$ cat src/rtl/axi_stream_packet_arbiter.sv
// Packet-level round-robin arbiter for the wide AXI-stream cache FIFO.
// A grant is held from first beat until the tlast handshake.
module axi_stream_packet_arbiter #(
  parameter int NUM   = 4,
  parameter int DSIZE = 88,
  parameter int IDW   = $clog2(NUM)
) (
  input  logic                 aclk,
  input  logic                 aresetn,
  input  logic [NUM*DSIZE-1:0] s_tdata,
  input  logic [NUM-1:0]       s_tvalid,
  input  logic [NUM-1:0]       s_tlast,
  output logic [NUM-1:0]       s_tready,
  output logic [DSIZE-1:0]     m_tdata,
  output logic                 m_tvalid,
  output logic                 m_tlast,
  input  logic                 m_tready,
  output logic [IDW-1:0]       m_tid,
  output logic                 busy
);

  typedef enum logic {
    IDLE = 1'b0,
    LOCK = 1'b1
  } state_e;

  state_e         state_q, state_d;
  logic [IDW-1:0] grant_q, grant_d;
  logic [IDW-1:0] last_q, last_d;
  logic [IDW-1:0] win;
  logic [IDW-1:0] sel;
  logic           found;
  int             idx;

  // Round-robin search starting one past the last winner, wrapping.
  always_comb begin
    win   = '0;
    found = 1'b0;
    idx   = 0;
    sel   = '0;
    for (int k = 0; k < NUM; k++) begin
      idx = (int'(last_q) + 1 + k) % NUM;
      sel = IDW'(idx);
      if (!found && s_tvalid[sel]) begin
        win   = sel;
        found = 1'b1;
      end
    end
  end

  // State, grant and round-robin history registers.
  always_ff @(posedge aclk or negedge aresetn) begin
    if (!aresetn) begin
      state_q <= IDLE;
      grant_q <= '0;
      last_q  <= IDW'(NUM - 1);
    end else begin
      state_q <= state_d;
      grant_q <= grant_d;
      last_q  <= last_d;
    end
  end

  // Next-state logic and combinational datapath steering.
  always_comb begin
    state_d  = state_q;
    grant_d  = grant_q;
    last_d   = last_q;
    m_tdata  = s_tdata[DSIZE-1:0];
    m_tlast  = s_tlast[0];
    m_tvalid = 1'b0;
    s_tready = '0;
    unique case (state_q)
      IDLE: begin
        if (found) begin
          state_d = LOCK;
          grant_d = win;
          last_d  = win;
        end
      end
      LOCK: begin
        m_tdata  = s_tdata[int'(grant_q)*DSIZE +: DSIZE];
        m_tlast  = s_tlast[grant_q];
        m_tvalid = s_tvalid[grant_q];
        s_tready = NUM'(m_tready) << grant_q;
        if (s_tvalid[grant_q] && m_tready && s_tlast[grant_q]) begin
          state_d = IDLE;
        end
      end
      default: state_d = IDLE;
    endcase
  end

  assign m_tid = grant_q;
  assign busy  = (state_q == LOCK);

endmodule

$ cat config.mk
export PLATFORM = sky130hd
export DESIGN_NAME = axi_stream_packet_arbiter
export DESIGN_NICKNAME = d
export VERILOG_FILES = /design/src/rtl/axi_stream_packet_arbiter.sv
export SDC_FILE = /design/constraint.sdc
export NUM_CORES = 1
export LEC_CHECK = 0
export BUFFER_PORTS_ARGS = -buffer_cell sky130_fd_sc_hd__buf_4
export CAP_MARGIN = 20
export CORE_AREA = 2 2 179 181
export DETAILED_ROUTE_END_ITERATION = 12
export DIE_AREA = 0 0 181 183
export GPL_ROUTABILITY_DRIVEN = 0
export PLACE_DENSITY_LB_ADDON = 0.1
export SLEW_MARGIN = 20
export SYNTH_ARGS = -nofsm -noshare
export SYNTH_HDL_FRONTEND = slang
export SYNTH_SLANG_ARGS = --single-unit
$ cat constraint.sdc
create_clock -name aclk -period 3.4 [get_ports aclk]
set_input_delay 0.17 -clock aclk [delete_from_list [all_inputs] [get_ports aclk]]
set_output_delay 0.17 -clock aclk [all_outputs]
set_load 0.02 [all_outputs]
[After elaboration in Yosys (flattened, before gate mapping)]
Index checks and enable logic that the tools add are counted.
Storage, ports and cells
  output and inout bits: 97
  logic and storage cells: 52
  register bits after elaboration: 5
  bits in latches: 0
  memory bits (writable): 0
  bits of input ports: 363
  memories: 0
  bits in read-only memories: 0
Operators by class
  multipliers: 1
  add/sub/neg operators: 4
  mux-type cells: 27
  shift-type cells: 2
  eq/ne operators: 0
  order comparisons: 5
  divide/modulo/power cells: 0
  reductions and logical operators: 9
  bitwise logic cells: 1
Operator list (number)
  352-bit by 10-bit variable part select with 88-bit output: 1
  88-bit two-way mux: 1
  2-bit by 3-bit less-than comparator with 1-bit output, second input constant: 5
  1-bit two-way mux: 14
  1-bit binary-select mux with 2-bit select: 6
  2-bit two-way mux: 4
  2-bit adder, second input constant: 3
  2-bit by 4-bit multiplier with 6-bit output, second input constant: 1
  1-bit logical AND: 5
  4-bit two-way mux: 1
  1-bit by 2-bit left shift with 4-bit output: 1
  1-bit logical NOT: 3
  2-bit by 1-bit adder with 2-bit output, second input constant: 1
  1-bit case mux with 2 select lines: 1
  2-bit AND reduction: 1
  1-bit NOT: 1

[Longest topological paths before layout]
  depth after elaboration: 15
  depth in mapped cells: 6
  gate-level depth less buffers: 3

[Worst setup path before layout]
Ideal clock, no wire load.
  kind: reg-to-output
  start point: register grant_q[0] (netlist: m_tid[0])
  end point: output port s_tready[1]
  path buffers: 3
  stages on the path, launching flop included: 6
  arrival: 1531 ps
  required time: 3230 ps
  path slack: 1699 ps
  cells stage by stage: dfrtp_1 buf_6 buf_6 inv_2 buf_2 nor3_1
On the way
  word-level cells in the longest chain between the ends: 2
RTL lines
  start, declared: line 28  | logic [IDW-1:0] grant_q, grant_d;
  start signal, assigned: line 59  | grant_q <= grant_d;
  1-bit by 2-bit left shift with 4-bit output: line 85  | s_tready = NUM'(m_tready) << grant_q;
  4-bit two-way mux: line 73  | unique case (state_q)
  end, declared: line 13  | output logic [NUM-1:0] s_tready,
Every way passes these cells.

[Worst setup path in the final report]
  start point: register grant_q[0] (netlist: m_tid[0])
  end point: output port m_tdata[27]
On the way
  word-level cells in the longest chain between the ends: 3
RTL lines
  2-bit by 4-bit multiplier with 6-bit output: line 82  | m_tdata = s_tdata[int'(grant_q)*DSIZE +: DSIZE];
  352-bit by 10-bit variable part select with 88-bit output: line 82
  88-bit two-way mux: line 73
  end, declared: line 14  | output logic [DSIZE-1:0] m_tdata,
Every way passes these cells.

==> results.py <==
metrics = {
    "pwr": {
        "total_power_mw": 6.39,
        "max-vdd-ir-drop_mv": 0.374,
        "leakagePower_nw": 3.74,
        "power.density_nw_per_um2": 877,
    },
    "critical_path": {
        "path_max_fanout": 34,
        "crit_required_ns": 3.23,
        "cp_common_cell": "buf_4",
        "r2r-end": "m_tid[0]",
        "arrival_ns": 2.48,
        "cp_cell_sequence": "o21ai_4, buf_4, a22o_1, buf_4",
        "slowest_stage": "o21ai_4",
        "r2r_slack_ns": 1.57,
        "start_kind": "flop",
        "path_class": "flop to output port",
        "ff2ff_path_depth": 3,
        "critPathMaxStageDelay_ns": 0.84,
        "startpoint": "m_tid[0]",
        "crit_path_end_kind": "output port",
        "r2r-start": "m_tid[0]",
    },
    "routing": {
        "wl_met2_mm": 12.8,
        "via_per_inst": 4.14,
        "top_layer_used": "met4",
        "vias": 4924,
        "dr.pass1.iters": 4,
        "postRouteAntennaNets": 0,
        "first_iter_violations": 174,
        "postRouteWirelength_mm": 24.3,
        "route.met3.wl_mm": 1.38,
        "wl_met1_mm": 9.73,
        "drc": 0,
        "detail_route.wl_per_cell_um": 20.4,
    },
    "floorplanning": {
        "io_pins": 460,
        "die_area_um2": 33100,
        "num_rows": 65,
        "initial_utilization_pct": 10.8,
        "core_area_um2": 31200,
        "die_h_um": 183,
        "chipWidth_um": 181,
    },
    "sta": {
        "clock_skew_ns": 0.000267,
        "finalWorstSetupSlack_ns": 0.747,
        "post-route-period-util_pct": 78.0,
        "hold_viol": 0,
        "min_period_ns": 2.65,
        "tns_ns": 0,
        "final_max_slew_viol_count": 0,
        "setup_viol": 0,
        "rsz0062_at_grt": "no",
        "fmax_ghz": 0.377,
        "relSlewSlack_pct": 38.3,
        "fin_hold_ws_ns": 0.200,
        "tightest_slew_ns": 0.922,
    },
    "global_routing": {
        "grt-ovfl-total": 0,
        "grt_pass1_wl_mm": 33.6,
        "antenna_found_initial": 1,
        "grt_pass1_vias": 5097,
        "grt_max_degree": 102,
        "grtUsageTotal_pct": 13.4,
    },
    "synthesis": {
        "avgSynthCellArea_um2": 9.47,
        "postSynth.asyncResetShare_pct": 100,
        "syn_inst": 357,
        "yosys_warnings": 0,
        "synth_area_um2": 3380,
        "synth.distinct_cells": 34,
        "synth_flop_cell": "dfrtp_1",
        "ys_seq_elements": 5,
        "synth_nets": 720,
        "synth-edff-count": 0,
        "ys_seq_area_share_pct": 3.77,
    },
    "finish": {
        "fin_area_um2": 7290,
        "finalNonFillerCells": 1189,
        "final_nets": 1150,
        "multiInputGateArea_um2": 2940,
        "n_fill_cell": 3482,
        "area_growth_pct": 116,
        "drive_gt1_share_pct": 68.6,
        "seq_area_um2": 139,
        "final_util_pct": 23.4,
    },
    "cts": {
        "clkTransAtPathRegs_ns": 0.03,
        "clockBufferDepth": 2,
        "root_buffer": "clkbuf_16",
        "clock_latency_ns": 0.22,
        "post_cts_resized": 0,
        "numCtsBuffers": 3,
        "numClockSinks": 5,
        "h-tree-depth": 1,
        "tritoncts": "done",
    },
    "placed_design": {
        "io_buffers": 459,
        "placed_area_um2": 7200,
        "hpwl_mm": 19.5,
        "place_ws_ns": 0.880,
        "post-place-cells": 1183,
    },
    "worst_hold_path": {
        "holdPathEnd": "busy",
        "hold_depth": 2,
        "hp-class": "input port to flop",
        "hold_start": "m_tready",
    },
    "status": {
        "outcome": "complete, no violations",
    },
    "run": {
        "max_cap_violations": 0,
    },
}
-- kinds of logic (layout without fill, tap and decap cells) --
family	count (synthesis)	count (layout)	share of synthesized area, %
other	0	1	0
multiplexers	92	92	34.8
flip-flops	5	5	3.77
AND/OR/NAND/NOR	18	18	3.14
AO/OA/AOI/OAI	189	189	48.4
buffers and inverters	53	482	9.80
-- Yosys cell counts, types with 3 or more instances --
cell type	number	share of area, %
buf_2	16	2.4
nor2b_1	3	0.55
o21ai_0	3	0.44
a22o_1	134	35
mux2_4	46	20
nor2_1	3	0.33
buf_4	4	0.89
mux2i_1	42	12
o2bb2ai_1	42	11
dfrtp_1	3	2.2
clkbuf_1	18	2.0
buf_6	13	4.3
-- how the worst max path moves through the flow --
| stage | end | slack, ns |
|---|---|---|
| after floorplan | s_tready[1] | 1.70 |
| after global placement | m_tdata[7] | 0.92 |
| after detailed placement | m_tdata[35] | 0.88 |
| after CTS | m_tdata[35] | 0.64 |
| after global routing | m_tdata[37] | 0.57 |
| final | m_tdata[27] | 0.75 |
-- cells in the final DEF, fill, tap and decap left out, types with 3 or more instances in the layout --
cell type  synthesis  layout
nor2_1             3       3
mux2i_1           42      42
dfrtp_4            0       3
buf_4              4     471
o2bb2ai_1         42      42
clkbuf_16          0       3
buf_12             0       4
mux2_4            46      46
o21ai_0            3       3
a22o_1           134     134
-- layout make-up --
class,instances,area share (%)
timing repair buffer,476,49.7
multi-input combinational,299,40.3
tap,402,6.90
sequential,5,1.90
clock buffer,4,1.08
inverter,2,0.103
antenna,1,0.0343
-- sequential cells by signal (all words and copies together) (netlist names) --
signal and cells:
last_q 2, m_tid 2, busy 1
-- critical path, delay by kind of cell (launching register included) --
family / cells / cell delay [ns]
flip-flops: 1 / 0.72
AO/OA/AOI/OAI: 2 / 1.02
buffers and inverters: 2 / 0.50
-- per-layer routing --
| layer | track usage (%) | vias to the layer above |
|---|---|---|
| met1 | 15.8 | 2341 |
| met3 | 2.28 | 14 |
| met4 | 1.95 | 0 |
| met5 | 0 | - |
| li1 | - | 2363 |
| met2 | 25.8 | 206 |
-- repair_timing --
item,4_1_cts,5_1_grt
hold buffers,1,0
endpoints found under the hold margin,5,0
buffers inserted,0,0
-- report_power, final --
part	internal, mW	total (mW)	leakage, nW	switching, mW
logic	2.82	5.89	3.65	3.06
clock network	0.155	0.192	0.0382	0.0364
registers	0.104	0.317	0.0520	0.213
Note: power is estimated with default switching activity, not from simulation.
